$ cat config.mk
export PLATFORM = sky130hd
export DESIGN_NAME = pipe_stage_reg
export DESIGN_NICKNAME = d
export VERILOG_FILES = /design/src/rtl/pipe_pkg.sv /design/src/rtl/pipe_sat_counter.sv /design/src/rtl/pipe_stage_reg.sv
export SDC_FILE = /design/constraint.sdc
export NUM_CORES = 1
export LEC_CHECK = 0
export BUFFER_PORTS_ARGS = -buffer_cell sky130_fd_sc_hd__buf_2
export CAP_MARGIN = 0
export CORE_MARGIN = 1
export CORE_UTILIZATION = 54
export CTS_CLUSTER_SIZE = 25
export DETAILED_ROUTE_END_ITERATION = 16
export PLACE_DENSITY = 0.83
export SKIP_LAST_GASP = 1
export SYNTH_ARGS = -nofsm -noshare
export SYNTH_HDL_FRONTEND = slang
export SYNTH_SLANG_ARGS = --single-unit
$ cat constraint.sdc
create_clock -name clock -period 2.3 [get_ports clock]
set_clock_uncertainty 0.1 [all_clocks]
set_input_delay 0 -clock clock [delete_from_list [all_inputs] [get_ports clock]]
set_output_delay 0 -clock clock [all_outputs]
set_load 0.02 [all_outputs]
$ cat src/rtl/pipe_pkg.sv
// Shared constants for the CPU inter-stage pipeline registers.
// Control-field bit positions and default payload widths.
package pipe_pkg;

  localparam int CTRL_WREG     = 0;
  localparam int CTRL_M2REG    = 1;
  localparam int CTRL_WMEM     = 2;
  localparam int CTRL_ALUIMM   = 3;
  localparam int CTRL_SHIFT    = 4;
  localparam int CTRL_JAL      = 5;
  localparam int CTRL_ALUC_LSB = 6;

  localparam int CTRL_W_DEFAULT   = 10;
  localparam int DATA_W_DEFAULT   = 133;
  localparam int CTRL_NOP_DEFAULT = 0;

endpackage

$ cat src/rtl/pipe_sat_counter.sv
// Saturating event counter with synchronous clear.
// Clear wins over increment; the count holds at all-ones.
module pipe_sat_counter #(
  parameter int CNT_W = 16
) (
  input  logic             clock,
  input  logic             resetn,
  input  logic             clr,
  input  logic             inc,
  output logic [CNT_W-1:0] count
);

  always_ff @(posedge clock or negedge resetn) begin
    if (!resetn) begin
      count <= '0;
    end else if (clr) begin
      count <= '0;
    end else if (inc && !(&count)) begin
      count <= count + 1'b1;
    end
  end

endmodule

$ cat src/rtl/pipe_stage_reg.sv
// Ready/valid inter-stage pipeline register with optional skid entry,
// synchronous flush and bubble/stall performance counters.
module pipe_stage_reg
  import pipe_pkg::*;
#(
  parameter int                CTRL_W   = CTRL_W_DEFAULT,
  parameter int                DATA_W   = DATA_W_DEFAULT,
  parameter logic [CTRL_W-1:0] CTRL_NOP = CTRL_W'(CTRL_NOP_DEFAULT),
  parameter bit                SKID     = 1'b1,
  parameter int                CNT_W    = 16
) (
  input  logic              clock,
  input  logic              resetn,
  input  logic              in_valid,
  output logic              in_ready,
  input  logic [CTRL_W-1:0] in_ctrl,
  input  logic [DATA_W-1:0] in_data,
  output logic              out_valid,
  input  logic              out_ready,
  output logic [CTRL_W-1:0] out_ctrl,
  output logic [DATA_W-1:0] out_data,
  input  logic              flush,
  input  logic              cnt_clr,
  output logic [CNT_W-1:0]  bubble_cnt,
  output logic [CNT_W-1:0]  stall_cnt
);

  logic              mv;
  logic [CTRL_W-1:0] mc;
  logic [DATA_W-1:0] md;
  logic              sv;
  logic [CTRL_W-1:0] sc;
  logic [DATA_W-1:0] sd;

  logic acc_in;
  logic acc_out;
  logic m_free;

  assign acc_in  = in_valid & in_ready;
  assign acc_out = mv & out_ready;
  assign m_free  = ~mv | acc_out;

  assign out_valid = mv;
  assign out_ctrl  = mv ? mc : CTRL_NOP;
  assign out_data  = md;

  // Main entry: refilled from the skid entry first to keep arrival order.
  always_ff @(posedge clock or negedge resetn) begin
    if (!resetn) begin
      mv <= 1'b0;
      mc <= CTRL_NOP;
      md <= '0;
    end else if (flush) begin
      mv <= 1'b0;
    end else if (m_free) begin
      if (sv) begin
        mv <= 1'b1;
        mc <= sc;
        md <= sd;
      end else if (acc_in) begin
        mv <= 1'b1;
        mc <= in_ctrl;
        md <= in_data;
      end else begin
        mv <= 1'b0;
      end
    end
  end

  generate
    if (SKID) begin : g_skid
      assign in_ready = ~sv;

      always_ff @(posedge clock or negedge resetn) begin
        if (!resetn) begin
          sv <= 1'b0;
          sc <= CTRL_NOP;
          sd <= '0;
        end else if (flush) begin
          sv <= 1'b0;
        end else if (m_free) begin
          sv <= 1'b0;
        end else if (acc_in) begin
          sv <= 1'b1;
          sc <= in_ctrl;
          sd <= in_data;
        end
      end
    end else begin : g_noskid
      assign in_ready = ~mv | out_ready;
      assign sv       = 1'b0;
      assign sc       = CTRL_NOP;
      assign sd       = '0;
    end
  endgenerate

  pipe_sat_counter #(
    .CNT_W (CNT_W)
  ) u_bubble (
    .clock  (clock),
    .resetn (resetn),
    .clr    (cnt_clr),
    .inc    (out_ready & ~mv),
    .count  (bubble_cnt)
  );

  pipe_sat_counter #(
    .CNT_W (CNT_W)
  ) u_stall (
    .clock  (clock),
    .resetn (resetn),
    .clr    (cnt_clr),
    .inc    (mv & ~out_ready),
    .count  (stall_cnt)
  );

endmodule

==> metrics.md <==
| Metric | Value |
|---|---|
| Status | complete, no violations |
| DP Wirelength | ~22,000 µm |
| WS Path Type | reg2reg |
| Via count | ~11,000 |
| Synthesis Warnings | 0 |
| Int Pwr | between 10 and 15 mW |
| Distinct cells, synth | 40 |
| Max-slew headroom | 0.148 |
| Core Area | approximately 25,000 µm² |
| CP Launch Type | register |
| DRC viols | 0 |
| Post-CTS Resized | 0 |
| Flops & latches, synth | 320 |
| Top-area cell type share of the netlist area | 0.580 |
| Clock Sinks | 320 |
| Vias/cell | between 5 and 6 |
| Total Nets Final | 1,774 |
| Grt total ovfl | 0 |
| Dominant cells by area after synthesis | dfrtp_1 58%, mux2_2 12%, mux2i_1 11% |
| Rows | 58 |
| Die Y-Extent | 162 µm |
| Setup violations, final | 0 |
| First-pass GRT wire length | between 60,000 and 70,000 µm |
| Maximum vdd ir drop | 0.000889 V |
| Buffer and inverter count on the worst path | 4 |
| NetSw | about 4.5 mW |
| Worst slew pin tran | 1.28 ns |
| Port Buffers | between 300 and 400 |
| Slew Limit Fails | 0 |
| Worst-path clk slew | roughly 0.060 ns |
| GR Util All Layers | 0.293 |
| Final min period | ~2.1 ns |
| Slowest-stage cell, CP | dfrtp_1 |
| Wire per inst | between 15 and 20 µm |
| Hold_ws | roughly 0.19 ns |
| Antenna viol nets, final | 0 |
| Final Util | 0.742 |
| Ys async rst share | 1.00 |
| Power per cell area | about 860 nW/µm² |
| Hold Vio Cnt, Final | 0 |
| Layout Cells excl Fill | between 1,500 and 2,000 |
| Drt pass-1 iters | 6 |
| Crit-path max FO | 28 |
| Critical Path, Cell by Cell | buf_4 -> nor2b_1 -> buf_4 -> nor3_4 -> buf_12 -> buf_4 -> nor2_1 -> a21oi_1 |
| Comb pwr share | 0.190 |
| First DRT Iteration DRCs | 793 |
| DP Cell Count | ~1,800 |
| Inserted Clock Buffers | 34 |
| P&R area growth vs syn | 35.0% |
| Critical Path Most Common Cell | buf_4 |
| Setup ws final | between 0.15 and 0.2 ns |
| Synth Instances | ~1,100 |
| Cell taking the most area after synthesis | dfrtp_1 |
| Vias in the first global route | 11,900 |
| WP data required | 2.60 ns |
| CP Capture Type | register |
| Hold crit path type | in2reg |
| I/O pins | 326 |
| Synth Net Count | 1,297 |
| Leak | about 8.3 nW |
| Final WL | between 30,000 and 40,000 µm |
| Avg Synthesized Cell Area | ~12 µm² |
| Post-synth EDFFs | 0 |
| Commonest cells after routing, fill and taps aside | 324 x buf_2, 319 x dfrtp_1, 167 x a21oi_1 |
| Chip width | 162 µm |
| Max Clk Rate | roughly 0.47 GHz |
| Clock share of power | 0.351 |
| CTS H-tree lvls | 2 |
| Clock root cell | clkbuf_16 |
| Max_cap viols | 0 |
| Largest net degree at the start of global routing | approximately 140 |
| Pre-CTS setup slack | 0.258 ns |
| Commonest non-fill, non-tap cell in the layout | buf_2 |
| RSZ-0062 raised after global routing | no |
| Share of the yosys chip area belonging to registers | 0.580 |
| Cell Area, Synth | roughly 14,000 µm² |
| Die ar. | between 20,000 and 30,000 µm² |
| Initial Util | 0.550 |
| GPL Wtd Cong | between 0.8 and 0.9 |
| Clk buf depth | 3 |
| Delay-heaviest family, CP | buffers and inverters |
| Sw Share | 0.280 |
| Sum of negative setup slack | 0 ns |
| Antenna violations before repair | 1 |
| Arrival time at the worst endpoint | roughly 2.4 ns |
| Final Cycle Share | 0.916 |
| Slowest stage delay, CP | ~0.41 ns |
| Synth Flop Type | dfrtp_1 |
| CTS tree | yes |
| Layout cells sized above 1 | 0.342 |
| Worst-Skew Late Latency | 0.49 ns |
| Seq pwr share | 0.459 |
-- per-layer routing --
metal | part of all wire | global-route usage | vias to the layer above
li1 | - | - | 5014
met1 | 0.38 | 0.348 | 5594
met2 | 0.51 | 0.512 | 469
met3 | 0.064 | 0.0633 | 120
met4 | 0.041 | 0.129 | 0
met5 | 0 | 0 | -
-- registers in the layout, indices dropped and copies added (netlist names) --
register / count
out_valid: 1
u_stall.count: 16
out_data: 133
sv: 1
sc: 10
mc: 10
sd: 133
u_bubble.count: 16
-- cells by family (layout without fill, tap and decap cells) --
kind of cell    count (synthesis)  in the layout  synth area share
flops                         320            320             0.580
mux                           296            296             0.228
simple gates                  264            264            0.0923
compound gates                191            191            0.0720
buf+inv                        73            572            0.0256
fa+ha+maj                       2              2           0.00181
other cells                     0              1                 0
-- Yosys cell counts (all sizes together), types with 10 or more instances --
cell type / n
and2: 12
or3: 12
dfrtp: 320
nand2: 18
buf: 50
o31ai: 10
mux2i: 145
nor2: 159
nor2b: 10
clkbuf: 17
mux2: 151
a21oi: 167
-- worst reg2reg max path: cells and delay by family (launching register included) --
| family | cells | cell delay [ns] |
|---|---|---|
| flops | 1 | 0.41 |
| simple gates | 3 | 0.46 |
| compound gates | 1 | 0.18 |
| buf+inv | 4 | 0.87 |
-- final timing paths --
path / start / depth (start not counted) / endpoint / slack, ns
min in group asynchronous: resetn / 3 / sd[120] / 0.52
worst min register to register: sd[72] / 1 / sd[72] / 0.40
worst max register to register: out_valid / 8 / out_data[122] / 0.19
worst max-delay path: out_valid / 8 / out_data[122] / 0.19
max in group asynchronous: resetn / 4 / sd[121] / 0.54
worst min-delay path: in_data[24] / 3 / sd[24] / 0.19
-- repair_timing --
action	CTS	global route
hold buffers	152	0
buffers inserted	0	0
hold endpoints to repair	627	0
-- power groups by stage --
stage               Combinational (mW)  Clock (mW)  Sequential [mW]
floorplan                         1.23           0             7.71
global placement                  2.63           0             7.26
detailed placement                2.74           0             7.34
CTS                               2.96        5.66             7.25
global route                      3.27        5.92             7.42
finish                            3.04        5.60             7.32
-- layout make-up --
cell class,count,area [µm²]
inverter,6,22.5
tap,330,413
clock inverter,8,144
clock buffer,50,982
sequential,320,8010
fill,1527,6470
antenna,1,2.50
multi-input combinational,753,5460
timing repair buffer,508,3600
-- metrics by stage --
| step | power, mW | instance area, µm² |
|---|---|---|
| 3_3_place_gp | 9.88 | 16000 |
| 6_report | 16.0 | 18600 |
| 2_1_floorplan | 8.94 | 13800 |
| 4_1_cts | 15.9 | 18600 |
| 3_5_place_dp | 10.1 | 16000 |
| 5_1_grt | 16.6 | 18600 |
(Power assumes the default switching activity.)
